File: config.mk
export PLATFORM = sky130hd
export DESIGN_NAME = var_delay_pipe
export DESIGN_NICKNAME = d
export VERILOG_FILES = /design/src/rtl/var_delay_pipe.sv
export SDC_FILE = /design/constraint.sdc
export NUM_CORES = 1
export LEC_CHECK = 0
export CORE_UTILIZATION = 52
export CTS_CLUSTER_SIZE = 30
export DETAILED_ROUTE_END_ITERATION = 12
export GPL_ROUTABILITY_DRIVEN = 0
export PLACE_DENSITY = 0.75
export REMOVE_ABC_BUFFERS = 1
export SLEW_MARGIN = 5
export SYNTH_ARGS = -nofsm -noshare
export SYNTH_HDL_FRONTEND = slang
export SYNTH_SLANG_ARGS = --single-unit
File: constraint.sdc
create_clock -name clk -period 13 [get_ports clk]
set_input_delay 1.95 -clock clk [delete_from_list [all_inputs] [get_ports clk]]
set_output_delay 1.95 -clock clk [all_outputs]
set_load 0.02 [all_outputs]
File: src/rtl/var_delay_pipe.sv
// Runtime-variable delay line for CHANNELS words plus a shared valid flag.
// Ports: clk/rst (sync, active-high), en_i, flush_i, dly_i, valid_i, x_i -> valid_o, y_o, dly_o, cnt_o.
module var_delay_pipe #(
  parameter int WIDTH      = 16,
  parameter int CHANNELS   = 1,
  parameter int MAX_DELAY  = 8,
  parameter bit RESET_DATA = 1'b0,
  localparam int DW = $clog2(MAX_DELAY + 1)
) (
  input  logic                      clk,
  input  logic                      rst,
  input  logic                      en_i,
  input  logic                      flush_i,
  input  logic [DW-1:0]             dly_i,
  input  logic                      valid_i,
  input  logic [CHANNELS*WIDTH-1:0] x_i,
  output logic                      valid_o,
  output logic [CHANNELS*WIDTH-1:0] y_o,
  output logic [DW-1:0]             dly_o,
  output logic [DW-1:0]             cnt_o
);

  localparam int XW = CHANNELS * WIDTH;

  logic [DW-1:0]        dly_r;
  logic [DW-1:0]        dly_c;
  logic [DW-1:0]        dly_n;
  logic [DW-1:0]        cnt_r;
  logic [DW-1:0]        cnt_n;
  logic [MAX_DELAY-1:0] vld_q;
  logic [MAX_DELAY-1:0] vld_n;
  logic [XW-1:0]        data_q [MAX_DELAY];
  logic [XW-1:0]        tap_d;
  logic                 tap_v;
  logic                 chg;
  logic                 flush_all;
  logic                 adv;

  assign dly_c = (dly_i > DW'(MAX_DELAY)) ? DW'(MAX_DELAY) : dly_i;

  // A delay change invalidates everything in flight.
  assign chg       = dly_c != dly_r;
  assign flush_all = flush_i | chg;
  assign adv       = en_i & ~flush_all;
  assign dly_n     = chg ? dly_c : dly_r;

  always_comb begin
    vld_n = vld_q;
    if (flush_all) begin
      vld_n = '0;
    end else if (en_i) begin
      vld_n[0] = valid_i;
      for (int k = 1; k < MAX_DELAY; k++) begin
        vld_n[k] = vld_q[k-1];
      end
    end
  end

  // Occupancy is counted on the next state so cnt_o is a plain register.
  always_comb begin
    cnt_n = '0;
    for (int k = 0; k < MAX_DELAY; k++) begin
      if (DW'(k) < dly_n) begin
        cnt_n = cnt_n + DW'(vld_n[k]);
      end
    end
  end

  always_ff @(posedge clk) begin
    if (rst) begin
      dly_r <= dly_c;
      vld_q <= '0;
      cnt_r <= '0;
    end else begin
      dly_r <= dly_n;
      vld_q <= vld_n;
      cnt_r <= cnt_n;
    end
  end

  // Data shifts only on a clean advance; flush leaves it untouched.
  always_ff @(posedge clk) begin
    if (rst) begin
      if (RESET_DATA) begin
        for (int k = 0; k < MAX_DELAY; k++) begin
          data_q[k] <= '0;
        end
      end
    end else if (adv) begin
      data_q[0] <= x_i;
      for (int k = 1; k < MAX_DELAY; k++) begin
        data_q[k] <= data_q[k-1];
      end
    end
  end

  always_comb begin
    tap_d = '0;
    tap_v = 1'b0;
    for (int k = 0; k < MAX_DELAY; k++) begin
      if (DW'(k + 1) == dly_r) begin
        tap_d = data_q[k];
        tap_v = vld_q[k];
      end
    end
  end

  // Zero delay is a pure combinational bypass.
  assign valid_o = (dly_r == '0) ? (valid_i & en_i) : tap_v;
  assign y_o     = (dly_r == '0) ? x_i : tap_d;
  assign dly_o   = dly_r;
  assign cnt_o   = cnt_r;

endmodule

# == After elaboration in Yosys (flattened, before gate mapping) ==
# Memory sizes are Yosys's and may differ from the RTL's.
# Cells that the tools add are included.
# classes
addsub,7
eq_ne,9
mux,34
n_reduce_logical,1
n_lt_le_gt_ge,9
bitwise_logic,4
# op_table
cell,n
2-to-1 mux 16 bit,9
2-to-1 mux 4 bit,10
adder 4 x 1 -> 4 bit,7
"== test 3 x 4 -> 1 bit, first input constant",4
"< comparator 3 x 4 -> 1 bit, first input constant",4
2-to-1 mux 8 bit,2
2-to-1 mux 1 bit,13
"== test 2 x 4 -> 1 bit, first input constant",2
"< comparator 1 x 4 -> 1 bit, first input constant",2
"< comparator 2 x 4 -> 1 bit, first input constant",2
"== test 1 x 4 -> 1 bit, first input constant",1
"== test 4 bit, first input constant",1
"> comparator 4 bit, second input constant",1
zero test 4 bit,1
inequality test 4 bit,1
bitwise AND 1 bit,2
inverter 1 bit,1
bitwise OR 1 bit,1
# word_totals
memories,1
input_bits,25
output_inout_bits,25
word_cells,68
mem_bits_rw,128
reg_bits,16
# memory_table
name,depth,word_bits,rd,rd_ports_with_merged_regs,write_ports,line_no,text
data_q,8,16,8,0,8,32,logic [XW-1:0] data_q [MAX_DELAY];

# == Logic depth before layout (Yosys ltp) ==
# Gate-level depths: netlist of the first run.
# logic_depth
depth_word,20
depth_mapped,34
mapped_depth_nobuf,32

# == Least setup slack after synthesis of the first run ==
# OpenSTA, ideal clock, no wires.
# synth_path
kind,input port to flip-flop
start,in dly_i[1]
end,"mem data_q[0][0] in the netlist's numbering, enable pin"
setup_slack_ns,0.091
arrival_ns,12.108
path_stages,6
path_buffers,2
t_required_ns,12.199
setup_time_ns,0.801
path_cell_list,buf_2 -> clkbuf_1 -> a32oi_1 -> o21ai_1 -> nand2_1 -> nor3b_1
# synth_lines
item,line_no,text
start: declaration,14,"input logic [DW-1:0] dly_i,"
end: declaration,32,

# == Worst setup path after layout of the first run ==
# layout_path
start,in dly_i[0]
end,reg cnt_r[2] (netlist: cnt_o[2])
# layout_between
elab_chain_cells,20
elab_cells_between_ends,29
classes_between,7 x add/sub; 9 x order compare; 1 x eq/ne; 11 x mux; 1 x bitwise
# layout_lines
item,line_no,text
> comparator 4 bit,39,assign dly_c = (dly_i > DW'(MAX_DELAY)) ? DW'(MAX_DELAY) : dly_i;
2-to-1 mux 4 bit (*),39,
inequality test 4 bit,42,assign chg = dly_c != dly_r;
2-to-1 mux 4 bit or bitwise OR 1 bit (tied branches),"45, 43",
< comparator 1 x 4 -> 1 bit or 2-to-1 mux 8 bit (tied branches),"63, 49",
2-to-1 mux 1 bit,63,if (DW'(k) < dly_n) begin
adder 4 x 1 -> 4 bit,64,cnt_n = cnt_n + DW'(vld_n[k]);
2-to-1 mux 4 bit,63,
[... 4 more ...],--,
adder 4 x 1 -> 4 bit,64,
2-to-1 mux 4 bit,63,
adder 4 x 1 -> 4 bit,64,
2-to-1 mux 4 bit,63,
adder 4 x 1 -> 4 bit,64,
2-to-1 mux 4 bit,63,
adder 4 x 1 -> 4 bit,64,
2-to-1 mux 4 bit (*),63,
end signal: assignment,77,cnt_r <= cnt_n;
end: declaration,28,logic [DW-1:0] cnt_r;
# Mark *: on every way between the ends. The rest lies on a longest branch, timed or not.
# A chain may end at the register's enable or synchronous reset.

==> results of run 1 <==
-- metrics by stage --
stage / util (%) / power, µW / cells / hold WS [ns]
6_report: 64.2 / 1020 / 676 / 0.449
3_3_place_gp: 59.7 / 589 / 645 / 0.422
3_5_place_dp: 59.7 / 590 / 645 / 0.431
4_1_cts: 64.2 / 1030 / 676 / 0.443
2_1_floorplan: - / 554 / 446 / 0.419
5_1_grt: 64.2 / 1050 / 676 / 0.456
-- worst max-delay path, delay by kind of cell --
kind,cells,cell delay (ns)
AOI/OAI and AO/OA,12,2.24
buffers and inverters,1,0.76
and+or+nand+nor,8,1.38
xor gates and xnor gates,2,0.29
adders and majority gates,8,2.32
-- cells by family (layout without fill, tap and decap cells) --
| logic type | Yosys count | in the layout |
|---|---|---|
| DFF | 144 | 144 |
| AOI/OAI and AO/OA | 124 | 124 |
| and+or+nand+nor | 116 | 116 |
| buffers and inverters | 37 | 94 |
| muxes | 34 | 34 |
| adders and majority gates | 13 | 13 |
| xor gates and xnor gates | 8 | 8 |
-- layout make-up --
cell class	count	area [µm²]	area share, %
Sequential cell	144	4160	55.6
Inverter	7	26.3	0.351
Multi-Input combinational cell	295	2050	27.3
Clock buffer	21	440	5.88
Clock inverter	10	88.8	1.19
Timing Repair Buffer	56	543	7.25
Tap cell	143	179	2.39
-- flip-flops by register name, summed over array words and instances (netlist names) --
| name | cells |
|---|---|
| vld_q | 8 |
| dly_o | 4 |
| data_q | 128 |
| cnt_o | 4 |
-- metal layers --
metal / track usage, % / vias up
li1: - / 1959
met3: 6.43 / 23
met4: 9.96 / 0
met1: 30.1 / 2086
met2: 37.7 / 160
met5: 0 / -
-- final timing paths --
check                           cells after the start           from       endpoint
worst min-delay path                                0  data_q[1][10]  data_q[1][26]
worst min register to register                      0  data_q[1][10]  data_q[1][26]
worst max-delay path                               31       dly_i[0]       cnt_o[2]
worst max register to register                     31       dly_o[0]       cnt_o[2]
-- power breakdown --
group          switching (µW)  internal (µW)
Clock                     179            261
Combinational            43.5           32.3
Sequential               2.69            503
Total                     225            796
-- synth_stat cells (5+ instances only) --
master and number:
mux2_2 14, nor3_1 11, mux2i_1 13, nor2_1 26, nor2b_1 8, edfxtp_1 128
o21ai_1 10, o21ai_0 37, nand3_1 19, a222oi_1 12, a21oi_1 13, a32oi_1 8
xnor2_1 5, ha_1 13, nand2_1 32, a221oi_1 5, a22oi_1 19, dfxtp_1 16
mux2_1 6, clkbuf_1 21
==> out/qor.csv, run 1 <==
stage,metric,value,unit
synthesis,synth_top_area_cell,edfxtp_1,
timing,post-route-period-util,66.4,%
global_routing,grtUsageTotal,23.4,%
timing,finalHoldViolations,0,
timing,worst_pin_slew,1.03,ns
synthesis,yosys-top-cells-area,"edfxtp_1, dfxtp_1, o21ai_0, ha_1, mux2_2",
synthesis,synth_top_area_share,60.5,%
synthesis,ys_ff_latch,144,
setup_path,worstPathArrival,8.92,ns
global_routing,grt.overflow.total,0,
setup_path,crit_path_end_kind,flop,
drt,vias,4228,
timing,setup_ws,4.36,ns
global_routing,grt_start_max_net_pins,85,
drt,wl_met1,5970,µm
cells_and_area,final_area,7490,µm²
setup_path,critPathMaxStageDelay,0.76,ns
die,dieArea,12700,µm²
drt,wl_met2,6640,µm
outcome,status,"finished, final reports clean",
die,rows,39,
synthesis,synthXorXnorAreaFrac,1.22,%
cells_and_area,fillerInstances,869,
clocking,cts_hold_buf,0,
clocking,cts.sinks,144,
synthesis,synthFlopType,edfxtp_1,
drt,vias_per_cell,6.25,
synthesis,seq_area_frac_synth,65.6,%
synthesis,synth_cells,476,
setup_path,critical_path.most_common_cell,ha_1,
drt,maxUsedRoutingLayer,met4,
setup_path,critPathSlowestCell,clkdlybuf4s50_1,
global_routing,grt_pass1_vias,4331,
clocking,cts_buffers,17,
clocking,h-tree-depth,4,
pwr,pwr_density_cell,136,nW/µm²
cells_and_area,fin_nets,559,
clocking,insertion_delay,0.42,ns
setup_path,worst-path-max-fanout,16,
cells_and_area,final_layout_size_suffix_gt1_share,10.5,%
drt,post_drt_wl_per_cell,20.2,µm
setup_path,crit_type,in -> reg,
clocking,clk_pin_slew,0.06,ns
clocking,clock_tree.root_cell,clkbuf_16,
global_routing,antenna_found_initial,0,
pwr,cellLeakagePower,0.00256,µW
cells_and_area,final_cell_mix,"edfxtp_1, clkdlybuf4s50_1, o21ai_0",
synthesis,async_flop_share,0,%
synthesis,synth_edf_count,128,
global_routing,grt_pass1_wl,22300,µm
synthesis,synthMuxAreaShare,5.83,%
drt,drc_errors,0,
synthesis,synth-adder-area-share,2.56,%
synthesis,synth.avg_cell_area,13.3,µm²
worst_hold_path,min_path_type,reg -> reg,
synthesis,yosysWarnings,0,
die,die_h,113,µm
setup_path,rrSetupSlack,5.97,ns
placement,dp_slack,3.99,ns
clocking,cts_tree,yes,
synthesis,syn_area,6350,µm²
timing,fin_setup_tns,0,ns
die,start_util,54.5,%
pwr,peakVddDrop,0.000115,V
placement,port-buffer-count,49,
timing,timing.final.crit_period,8.64,ns
synthesis,ys_types,55,
clocking,clock_path_buffers,2,
timing,setup_viol,0,
placement,dp_hpwl,8360,µm
timing,finalClockSkew,0.00747,ns
timing,clock.fmax,116,MHz
drt,drtAntennaViolNets,0,
cells_and_area,final_common_cell,edfxtp_1,
run,max_cap_viol_count,0,
timing,rsz0062_at_grt,false,
clocking,cts_setup_buffers,0,
setup_path,cp.required,13.29,ns
timing,drv_slew,0,
die,fp.dieW,113,µm
drt,routed_wl,13700,µm
timing,slew_headroom,31.3,%
drt,wl_met3,806,µm
synthesis,synthSimpleGateAreaFrac,9.02,%
clocking,cts_resized,0,
synthesis,synth_top_family_by_area,compound AO/OA/AOI/OAI gates,
synthesis,synth_compound_area_share,13.4,%
cells_and_area,diodes,0,
setup_path,cp-start-kind,primary input,
drt,drt_pass1_iterations,8,
die,num_io_pins,50,
drt,drtIter0Drc,426,
die,core,11700,µm²
cells_and_area,syn_to_final_growth,17.9,%
placement,place_area,6960,µm²
Note: power is estimated with default switching activity, not from simulation.
==> run 2: changes to the inputs <==
--- a/config.mk
+++ b/config.mk
@@ -5,11 +5,11 @@
 export SDC_FILE = /design/constraint.sdc
 export NUM_CORES = 1
 export LEC_CHECK = 0
-export CORE_UTILIZATION = 52
+export CORE_UTILIZATION = 55
 export CTS_CLUSTER_SIZE = 30
 export DETAILED_ROUTE_END_ITERATION = 12
 export GPL_ROUTABILITY_DRIVEN = 0
-export PLACE_DENSITY = 0.75
+export PLACE_DENSITY = 0.76
 export REMOVE_ABC_BUFFERS = 1
 export SLEW_MARGIN = 5
 export SYNTH_ARGS = -nofsm -noshare
==> constraint.sdc (replaced) <==
create_clock -name clk -period 9.06 [get_ports clk]
set_input_delay 1.359 -clock clk [delete_from_list [all_inputs] [get_ports clk]]
set_output_delay 1.359 -clock clk [all_outputs]
set_load 0.02 [all_outputs]
==> run 2 against run 1 <==
Non-clock buffer count is 2 higher; final cell count is 0.15% lower; power is 52% higher; register-to-register slack worse by 4.1 ns; sequential share of layout area is 0.54 points lower; hold slack worse by 0.0056 ns; critical path depth stayed put; combinational power is 37% higher; count of clock-buffer cells in the layout is 4 lower; final area is 1.0% higher; clock skew is 0.0037 ns higher; critical path type unchanged.
==> out/qor.csv, run 2 (synthesized netlist as in run 1, its figures left out) <==
stage,metric,value,unit,change
drt,post_drt_wl_per_cell,20.6,µm,was 20.2 µm
cells_and_area,syn_to_final_growth,19.1,%,was 17.9%
cells_and_area,fillerInstances,773,,was 869
placement,dp_slack,0.688,ns,was 3.99 ns
timing,rsz0062_at_grt,false,,unchanged
setup_path,critical_path.most_common_cell,ha_1,,unchanged
timing,timing.final.crit_period,8.03,ns,
cells_and_area,final_cell_mix,"edfxtp_1, clkdlybuf4s50_1, o21ai_0",,unchanged
die,core,11000,µm²,was 11700 µm²
setup_path,critPathSlowestCell,clkdlybuf4s50_1,,unchanged
worst_hold_path,min_path_type,reg -> reg,,unchanged
cells_and_area,reg.largest.list,"data_q: 128 flops, vld_q: 8 flops",,unchanged
pwr,peakVddDrop,0.000194,V,was 0.000115 V
setup_path,crit_path_end_kind,flop,,unchanged
cells_and_area,fin_nets,561,,was 559
drt,vias_per_cell,6.31,,was 6.25
placement,dp_hpwl,8380,µm,was 8360 µm
clocking,cts.sinks,144,,unchanged
drt,drtAntennaViolNets,0,,unchanged
timing,finalClockSkew,0.0112,ns,was 0.00747 ns
global_routing,grt_pass1_vias,4142,,was 4331
clocking,clk_pin_slew,0.06,ns,about the same
clocking,cts_tree,yes,,unchanged
setup_path,critPathMaxStageDelay,0.78,ns,was 0.76 ns
die,fp.dieW,109,µm,was 113 µm
die,num_io_pins,50,,unchanged
die,die_h,109,µm,was 113 µm
cells_and_area,final_layout_size_suffix_gt1_share,11.2,%,was 10.5%
clocking,cts_buffers,17,,unchanged
placement,port-buffer-count,49,,unchanged
setup_path,critical-path-top-delay-family,adder cells,,unchanged
drt,wl_met2,6970,µm,was 6640 µm
clocking,clock_tree.root_cell,clkbuf_16,,unchanged
clocking,clock_path_buffers,2,,unchanged
cells_and_area,diodes,0,,unchanged
timing,drv_slew,0,,unchanged
clocking,cts_hold_buf,0,,unchanged
drt,wl_met3,835,µm,was 806 µm
cells_and_area,final_area,7560,µm²,was 7490 µm²
placement,place_area,6970,µm²,was 6960 µm²
setup_path,worstPathArrival,8.31,ns,was 8.92 ns
cells_and_area,largest-register,data_q,,unchanged
timing,slew_headroom,31.8,%,was 31.3%
drt,maxUsedRoutingLayer,met4,,unchanged
global_routing,grt_pass1_wl,21700,µm,was 22300 µm
die,dieArea,12000,µm²,was 12700 µm²
drt,wl_met1,6050,µm,was 5970 µm
outcome,status,"finished, final reports clean",,unchanged
timing,setup_viol,0,,unchanged
cells_and_area,largest_register_ffs,128,,unchanged
clocking,cts_resized,0,,unchanged
setup_path,worst-path-max-fanout,16,,unchanged
global_routing,grt.overflow.total,0,,unchanged
die,rows,38,,was 39
global_routing,grt_start_max_net_pins,67,,was 85
drt,routed_wl,13900,µm,was 13700 µm
drt,vias,4256,,was 4228
run,max_cap_viol_count,0,,unchanged
cells_and_area,final_common_cell,edfxtp_1,,unchanged
drt,drt_pass1_iterations,5,,was 8
die,start_util,57.6,%,was 54.5%
timing,worst_pin_slew,1.02,ns,was 1.03 ns
timing,post-route-period-util,88.7,%,
global_routing,grtUsageTotal,24.9,%,was 23.4%
setup_path,crit_type,in -> reg,,unchanged
timing,clock.fmax,124,MHz,
global_routing,antenna_found_initial,0,,unchanged
clocking,h-tree-depth,4,,unchanged
drt,drtIter0Drc,484,,was 426
timing,finalHoldViolations,0,,unchanged
setup_path,crit_buf_inv,1,,unchanged
pwr,pwr_density_cell,204,nW/µm²,was 136 nW/µm²
drt,drc_errors,0,,unchanged
pwr,cellLeakagePower,0.00260,µW,was 0.00256 µW
clocking,cts_setup_buffers,0,,unchanged
setup_path,cp-start-kind,primary input,,unchanged
cells_and_area,instances_no_fill,675,,was 676
clocking,insertion_delay,0.41,ns,was 0.42 ns
placement,dp_cells,644,,was 645
setup_path,cp.required,9.34,ns,was 13.29 ns
timing,setup_ws,1.03,ns,was 4.36 ns
## run 2: cell type report
| class | count | area [µm²] | share of cell area [%] |
|---|---|---|---|
| Clock buffer | 17 | 425 | 5.62 |
| Clock inverter | 14 | 173 | 2.28 |
| Inverter | 7 | 26.3 | 0.347 |
| Multi-Input combinational cell | 295 | 2040 | 27.0 |
| Sequential cell | 144 | 4170 | 55.1 |
| Tap cell | 140 | 175 | 2.32 |
| Timing Repair Buffer | 58 | 558 | 7.38 |
## run 2: final timing paths
path	to	cells past startpoint	slack, ns	start
max	cnt_o[2]	31	1.03	dly_i[0]
min	data_q[1][2]	0	0.44	data_q[0][50]
max reg2reg	cnt_o[2]	30	1.84	dly_o[0]
min reg2reg	data_q[1][2]	0	0.44	data_q[0][50]
## run 2: stage by stage
stage                     total power (µW)  utilization [%]  hold WS (ns)  setup TNS, ns
after floorplan                        795                -         0.419        -449.83
after global placement                 845             63.2         0.423              0
after detailed placement               847             63.2         0.427              0
after CTS                             1560             68.6         0.442              0
after global routing                  1590             68.6         0.440              0
final                                 1550             68.6         0.443              0
## run 2: where the power goes
group	switching (µW)	internal (µW)	leakage, µW
sequential	8.91	721	0.00128
combinational	57.3	46.8	0.00103
clock	259	453	0.000284
total	325	1220	0.00260
## run 2: worst reg2reg max path, delay by kind of cell (launching register included)
kind                       cells  cell delay (ns)
and+or+nand+nor                8             1.33
adders and majority gates      8             2.31
AOI/OAI and AO/OA             12             2.20
xor gates and xnor gates       2             0.27
DFF                            1             1.00
## run 2: routing by layer
metal / global-route usage [%] / up-vias
met1: 33.6 / 2111
met5: 0 / -
li1: - / 1963
met3: 7.53 / 10
met2: 39.2 / 172
met4: 7.62 / 0
==> run 3: changes to the inputs <==
--- a/config.mk
+++ b/config.mk
@@ -11,7 +11,9 @@
 export GPL_ROUTABILITY_DRIVEN = 0
 export PLACE_DENSITY = 0.76
 export REMOVE_ABC_BUFFERS = 1
+export SKIP_LAST_GASP = 1
 export SLEW_MARGIN = 5
 export SYNTH_ARGS = -nofsm -noshare
 export SYNTH_HDL_FRONTEND = slang
 export SYNTH_SLANG_ARGS = --single-unit
+export TNS_END_PERCENT = 1
==> results of run 3 <==
Same layout as run 2: the final DEF is identical, and so are final timing and power.
